[src/rtl/clock_switch_ctrl.sv]
// Break-before-make sequencer for a glitch-free clock mux: verifies the target
// clock's heartbeat, then walks the one-hot select through an all-zero guard window.
module clock_switch_ctrl #(
    parameter int NUM_CLOCKS    = 3,
    parameter int DEFAULT_IDX   = 0,
    parameter int GUARD_CYCLES  = 64,
    parameter int SETTLE_CYCLES = 256,
    parameter int HB_TIMEOUT    = 1024,
    localparam int IDX_W = (NUM_CLOCKS > 1) ? $clog2(NUM_CLOCKS) : 1
) (
    input  logic                  clk,
    input  logic                  reset,
    input  logic                  req_valid,
    input  logic [IDX_W-1:0]      req_idx,
    output logic                  req_ready,
    input  logic [NUM_CLOCKS-1:0] heartbeat,
    input  logic                  err_clear,
    output logic [NUM_CLOCKS-1:0] clk_select,
    output logic                  domain_reset,
    output logic [IDX_W-1:0]      cur_idx,
    output logic                  busy,
    output logic                  err_dead_clock,
    output logic                  err_bad_req,
    output logic [7:0]            switch_count
);

    localparam int CNT_MAX_GS = (GUARD_CYCLES > SETTLE_CYCLES) ? GUARD_CYCLES : SETTLE_CYCLES;
    localparam int CNT_MAX    = (CNT_MAX_GS > HB_TIMEOUT) ? CNT_MAX_GS : HB_TIMEOUT;
    localparam int CNT_W      = $clog2(CNT_MAX + 1);

    localparam logic [CNT_W-1:0] GUARD_LAST  = CNT_W'(GUARD_CYCLES - 1);
    localparam logic [CNT_W-1:0] SETTLE_LAST = CNT_W'(SETTLE_CYCLES - 1);
    localparam logic [CNT_W-1:0] HB_LAST     = CNT_W'(HB_TIMEOUT - 1);
    localparam logic [IDX_W:0]   NUM_CLK_EXT = (IDX_W + 1)'(NUM_CLOCKS);
    localparam logic [IDX_W-1:0] DEF_IDX     = IDX_W'(DEFAULT_IDX);

    typedef enum logic [2:0] {
        S_IDLE,
        S_CHECK,
        S_ASSERT_RST,
        S_DESELECT,
        S_SELECT
    } state_t;

    state_t                  state;
    logic [IDX_W-1:0]        target;
    logic [CNT_W-1:0]        cnt;
    logic                    edge_seen;
    logic [NUM_CLOCKS-1:0]   hb_sync1;
    logic [NUM_CLOCKS-1:0]   hb_sync2;
    logic [NUM_CLOCKS-1:0]   hb_hist;
    logic                    hb_hit;

    function automatic logic [NUM_CLOCKS-1:0] onehot(input logic [IDX_W-1:0] idx);
        return NUM_CLOCKS'(1) << idx;
    endfunction

    // An edge is any change between the last synchronizer stage and its history flop.
    assign hb_hit    = |((hb_sync2 ^ hb_hist) & onehot(target));
    assign req_ready = (state == S_IDLE);

    always_ff @(posedge clk) begin
        if (reset) begin
            // Reset lands in DESELECT so the startup sequence reuses the normal
            // guard/settle path toward DEFAULT_IDX.
            state          <= S_DESELECT;
            target         <= DEF_IDX;
            cur_idx        <= DEF_IDX;
            cnt            <= '0;
            edge_seen      <= 1'b0;
            clk_select     <= '0;
            domain_reset   <= 1'b1;
            busy           <= 1'b1;
            err_dead_clock <= 1'b0;
            err_bad_req    <= 1'b0;
            switch_count   <= '0;
            hb_sync1       <= '0;
            hb_sync2       <= '0;
            hb_hist        <= '0;
        end else begin
            hb_sync1 <= heartbeat;
            hb_sync2 <= hb_sync1;
            hb_hist  <= hb_sync2;

            // NOTE: non-blocking assignments let a later set in the FSM below
            // override this clear within the same edge, so a new error wins.
            if (err_clear) begin
                err_dead_clock <= 1'b0;
                err_bad_req    <= 1'b0;
            end

            case (state)
                S_IDLE: begin
                    if (req_valid) begin
                        if ({1'b0, req_idx} >= NUM_CLK_EXT) begin
                            err_bad_req <= 1'b1;
                        end else if (req_idx != cur_idx) begin
                            target    <= req_idx;
                            state     <= S_CHECK;
                            busy      <= 1'b1;
                            cnt       <= '0;
                            edge_seen <= 1'b0;
                        end
                    end
                end

                S_CHECK: begin
                    if (hb_hit && edge_seen) begin
                        state        <= S_ASSERT_RST;
                        domain_reset <= 1'b1;
                    end else begin
                        if (hb_hit) begin
                            edge_seen <= 1'b1;
                        end
                        if (cnt == HB_LAST) begin
                            err_dead_clock <= 1'b1;
                            state          <= S_IDLE;
                            busy           <= 1'b0;
                        end else begin
                            cnt <= cnt + CNT_W'(1);
                        end
                    end
                end

                S_ASSERT_RST: begin
                    state      <= S_DESELECT;
                    clk_select <= '0;
                    cnt        <= '0;
                end

                S_DESELECT: begin
                    if (cnt == GUARD_LAST) begin
                        state      <= S_SELECT;
                        clk_select <= onehot(target);
                        cnt        <= '0;
                    end else begin
                        cnt <= cnt + CNT_W'(1);
                    end
                end

                S_SELECT: begin
                    if (cnt == SETTLE_LAST) begin
                        state        <= S_IDLE;
                        busy         <= 1'b0;
                        domain_reset <= 1'b0;
                        cur_idx      <= target;
                        // Startup selects the already-committed source and is not counted.
                        if (target != cur_idx) begin
                            switch_count <= switch_count + 8'd1;
                        end
                    end else begin
                        cnt <= cnt + CNT_W'(1);
                    end
                end

                default: begin
                    state        <= S_DESELECT;
                    clk_select   <= '0;
                    domain_reset <= 1'b1;
                    busy         <= 1'b1;
                    cnt          <= '0;
                end
            endcase
        end
    end

endmodule

[config.mk]
export PLATFORM = sky130hd
export DESIGN_NAME = clock_switch_ctrl
export DESIGN_NICKNAME = d
export VERILOG_FILES = /design/src/rtl/clock_switch_ctrl.sv
export SDC_FILE = /design/constraint.sdc
export NUM_CORES = 1
export LEC_CHECK = 0
export ABC_AREA = 1
export CORE_ASPECT_RATIO = 1.25
export CORE_MARGIN = 2
export CORE_UTILIZATION = 42
export DETAILED_ROUTE_END_ITERATION = 12
export SLEW_MARGIN = 25
export SYNTH_ARGS = -nofsm -noshare
export SYNTH_HDL_FRONTEND = slang
export SYNTH_SLANG_ARGS = --single-unit
[constraint.sdc]
create_clock -name clk -period 2.1 [get_ports clk]
set_clock_uncertainty 0.1 [all_clocks]
set_input_delay 0.21 -clock clk [delete_from_list [all_inputs] [get_ports clk]]
set_output_delay 0.21 -clock clk [all_outputs]
set_load 0.02 [all_outputs]
# Word-level counts from Yosys, hierarchy flattened
# Cells that the tools add are included.
# W data, S select, Z words.
# word_totals
ff_bits	43
in_bits	9
output_inout_bits	18
elab_cells	102
# op_classes
addsub	2
order_cmp	1
n_eq_ne	21
shift	1
n_mux	41
n_bitwise	6
reduce_logical	16
# ops
operator	count
$mux W11	7
$pmux W11 S4	1
$mux W3	8
$mux W1	20
$ne A2 B2 Y1 const B	10
$reduce_and A6 Y1	3
$pmux W3 S4	1
$add A11 B1 Y11 const B	1
$eq A11 B10 Y1 const B	1
$eq A11 B6 Y1 const B	1
$eq A11 B8 Y1 const B	1
$reduce_or A3 Y1	3
$add A8 B1 Y8 const B	1
$reduce_and A7 Y1	1
$eq A3 B2 Y1 const B	2
$pmux W3 S2	1
$reduce_and A3 Y1	2
$ne A2 B2 Y1	2
$not A1 Y1	4
$pmux W1 S4	1
$reduce_and A2 Y1	2
$reduce_and A4 Y1	1
$and A3 B3 Y3	1
$eq A3 B1 Y1 const B	1
12 further kinds	12

# Logic depth before layout (Yosys ltp)
# depth
depth_word	6
mapped_depth	10
depth_no_buf	10

# Worst setup path after synthesis
# OpenSTA, ideal clock, no wires.
# synth_path
kind	register to register
from	reg cnt[0]
to	reg cnt[1]
setup_ns	0.111
arrival_time_ns	1.467
required_time_ns	1.889
path_slack_ns	0.422
stages_incl_launch_ff	11
n_path_buf	0
path_cell_list	dfxtp_1 > ha_1 > nand3_2 > nor2_4 > nand3_1 > nor2_2 > nor2_4 > nand3_4 > nand2_1 > nand2_1 > nor2_1
# synth_between
elab_chain_cells	4
# synth_lines
element	line	rtl
start, declared	47	logic [CNT_W-1:0] cnt;
start signal, assigned	120	cnt <= cnt + CNT_W'(1);
start signal, assigned	137	cnt <= cnt + CNT_W'(1);
start signal, assigned	152	cnt <= cnt + CNT_W'(1);
$add A11 B1 Y11	120, 137, 152	
$mux W11	115	if (cnt == HB_LAST) begin
$mux W11	108	if (hb_hit && edge_seen) begin
$pmux W11 S4	92	case (state)
# Parallel ways exist; a longest one is shown, timed or not. The select of a mux whose other input is x is not followed.
# A chain may end at the register's enable or synchronous reset.

# Worst setup path in the final report
# layout_path
from	reg cnt[0]
to	reg switch_count[3]
# layout_between
elab_chain_cells	2
# layout_lines
element	line	rtl
$eq A11 B8 Y1	142	if (cnt == SETTLE_LAST) begin
$reduce_and A3 Y1 (no line)	n/a	
end signal, assigned	149	switch_count <= switch_count + 8'd1;
end, declared	24	output logic [7:0] switch_count
# Every way passes these cells.

==> impl_metrics.json <==
{
  "postCtsHoldBufs": 0,
  "area_growth_pct": 21.94,
  "crit_type": "reg2reg",
  "num_antenna_cells": 0,
  "grt_usage": 0.1916,
  "grt_max_degree": 19,
  "final_nets": 398,
  "final.min_clock_period_ns": 1.990,
  "finalCritPeriodShare": 0.9477,
  "crit_fanout": 6,
  "max-vdd-ir-drop_uv": 388.2,
  "clk_path_buf_depth": 2,
  "hold_path_class": "reg2reg",
  "cts_buffers": 5,
  "report.power.total_mw": 2.745,
  "critPathArrivalTime_ns": 2.14,
  "holdWs_ns": 0.3055,
  "grt_pass1_wl_um": 9397,
  "netlist-cell-type-count": 26,
  "wirelength_um": 5879,
  "overflow": 0,
  "timing_hold_violations_final": 0,
  "cap_violations": 0,
  "most-common-layout-cells": "86 x nand2_1, 45 x inv_1, 43 x dfxtp_1",
  "finalSetupViolCount": 0,
  "final_layout_size_suffix_gt1_frac": 0.1005,
  "grt_antenna_before_repair": 0,
  "dieArea_sq_um": 6225,
  "numPortBuffers": 26,
  "synthCells": 354,
  "vias_per_cell": 5.080,
  "maxSlewHeadroom": 0.6248,
  "clk_latency_ns": 0.30,
  "die_h_um": 87.72,
  "ys_seq_area_frac": 0.3656,
  "p_leak_nw": 1.179,
  "drtIter0Drc": 122,
  "hpwl_um": 4345,
  "vias": 2296,
  "wire_per_inst_um": 13.01,
  "holdPathStages": 2,
  "rr_worst_depth": 9,
  "cts.reportedPaths.clkPinSlew_ns": 0.09,
  "synth_top_area_frac": 0.3656,
  "required_ns": 2.25,
  "fp.dieW_um": 70.97,
  "coreArea_sq_um": 5405,
  "cp-end-kind": "flop",
  "yosysWarnings": 0,
  "drtPass1Iterations": 4,
  "status": "complete, no violations",
  "grt_pass1_vias": 2037,
  "gp_congestion": 0.8511,
  "synth_area_sq_um": 2355,
  "cts_root_buf": "clkbuf_8",
  "syn-num-nets": 365,
  "drv_slew": 0,
  "syn_area_per_cell_sq_um": 6.652,
  "utilization": 0.5313,
  "finalSetupTns_ns": 0,
  "timing.fmax_mhz": 502.5,
  "drcViolationCount": 0,
  "io_pins": 27,
  "cts.sinks": 43,
  "cellPowerDensity_nw_per_um2": 955.8,
  "cts_tree": "yes",
  "synth_seq_cells": 43,
  "cp-start-kind": "flop",
  "final_common_cell": "nand2_1",
  "worst_pin_slew_ns": 0.5584,
  "rows": 30,
  "antenna_left": 0,
  "initial_core_util": 0.4356,
  "synth_area_leader_cell": "dfxtp_1",
  "ctsHtreeMaxLevel": 2,
  "synth_top_cells_by_area": "dfxtp_1 37%, nand2_1 14%, inv_1 7.2%, nand3_1 7.0%, a21oi_1 6.6%"
}
metal layers:
| layer | GRT usage | vias to the layer above | share of wire |
|---|---|---|---|
| met3 | 0.03107 | 8 | 0.038 |
| met1 | 0.2250 | 1034 | 0.43 |
| li1 | - | 1207 | - |
| met4 | 0.06346 | 0 | 0.016 |
| met2 | 0.3543 | 47 | 0.51 |
| met5 | 0 | - | 0 |
cell usage after synthesis:
| library cell | instances |
|---|---|
| a22oi_1 | 1 |
| nand2_2 | 7 |
| a21oi_2 | 1 |
| nand3_4 | 3 |
| and3_1 | 1 |
| nor2_1 | 39 |
| ha_1 | 2 |
| nand4_1 | 11 |
| inv_1 | 45 |
| dfxtp_1 | 43 |
| nor3_2 | 1 |
| nand2_1 | 87 |
| nor2_4 | 3 |
| clkbuf_1 | 4 |
| nor2_2 | 4 |
| inv_2 | 3 |
| nand3_2 | 3 |
| nor4_1 | 1 |
| nand3_1 | 33 |
| nor3_1 | 3 |
| buf_2 | 1 |
| clkinv_1 | 1 |
| xor2_1 | 4 |
| xnor2_1 | 5 |
| a21oi_1 | 31 |
| o21ai_0 | 17 |
cells by family after synthesis:
| kind of cell | count (synthesis) | share of synthesized area |
|---|---|---|
| flip-flops | 43 | 0.3656 |
| AO/OA/AOI/OAI | 50 | 0.1089 |
| buffers and inverters | 54 | 0.08660 |
| AND/OR/NAND/NOR | 196 | 0.3948 |
| XOR/XNOR | 9 | 0.03347 |
| adder cells (fa/ha/maj) | 2 | 0.01063 |
worst max-delay path, cell delays in order, from the launching register on:
cell	delay (ns)
dfxtp_1	0.43
ha_4	0.20
nand3_2	0.12
nor2_4	0.26
buf_4	0.17
nand3_4	0.11
inv_1	0.13
nand2_1	0.11
o21ai_0	0.14
and3_1	0.16
report_power, final:
group          switching (mW)  internal, mW  leakage (nW)
registers              0.0889         0.903         0.350
clock network           0.299         0.476        0.0654
logic                   0.642         0.337         0.764
total                    1.03          1.72          1.18
metrics by stage:
step           cells  instance area (sq um)  setup WS (ns)
2_1_floorplan    354                   2355         0.4217
3_3_place_gp     443                   2705        0.09124
3_5_place_dp     443                   2705        0.05547
4_1_cts          451                   2836        0.03428
5_1_grt          452                   2872      -0.001911
6_report         452                   2872         0.1099
cell type report:
class / count / area [sq um]
well taps: 64 / 80.08
inverters: 49 / 183.9
clock buffers: 6 / 72.57
flip-flops and latches: 43 / 860.8
repair buffers: 31 / 296.5
clock inverters: 2 / 60.06
multi-input cells: 257 / 1318
fillers: 548 / 2534
timing repair:
action / in CTS / in global routing
setup endpoints to repair: 1 / 16
resized for setup: 1 / 5
pin swaps: 0 / 1
buffers inserted: 0 / 1
path summary, 6_finish.rpt:
kind                     startpoint                            to  slack [ns]
max             cnt[0]$_SDFFE_PP0P_  switch_count[3]$_SDFFE_PP0P_        0.11
min reg2reg  hb_sync1[2]$_SDFF_PP0_        hb_sync2[2]$_SDFF_PP0_        0.31
max reg2reg     cnt[0]$_SDFFE_PP0P_  switch_count[3]$_SDFFE_PP0P_        0.11
min          hb_sync1[2]$_SDFF_PP0_        hb_sync2[2]$_SDFF_PP0_        0.31
sequential cells by signal, summed over array words and instances (netlist names):
register,cells
switch_count,8
edge_seen,1
hb_sync1,3
busy,1
hb_hist,3
cnt,11
clk_select,3
err_dead_clock,1
domain_reset,1
state,3
err_bad_req,1
hb_sync2,3
target,2
cur_idx,2
No activity file was read; power rests on OpenSTA's default activity.
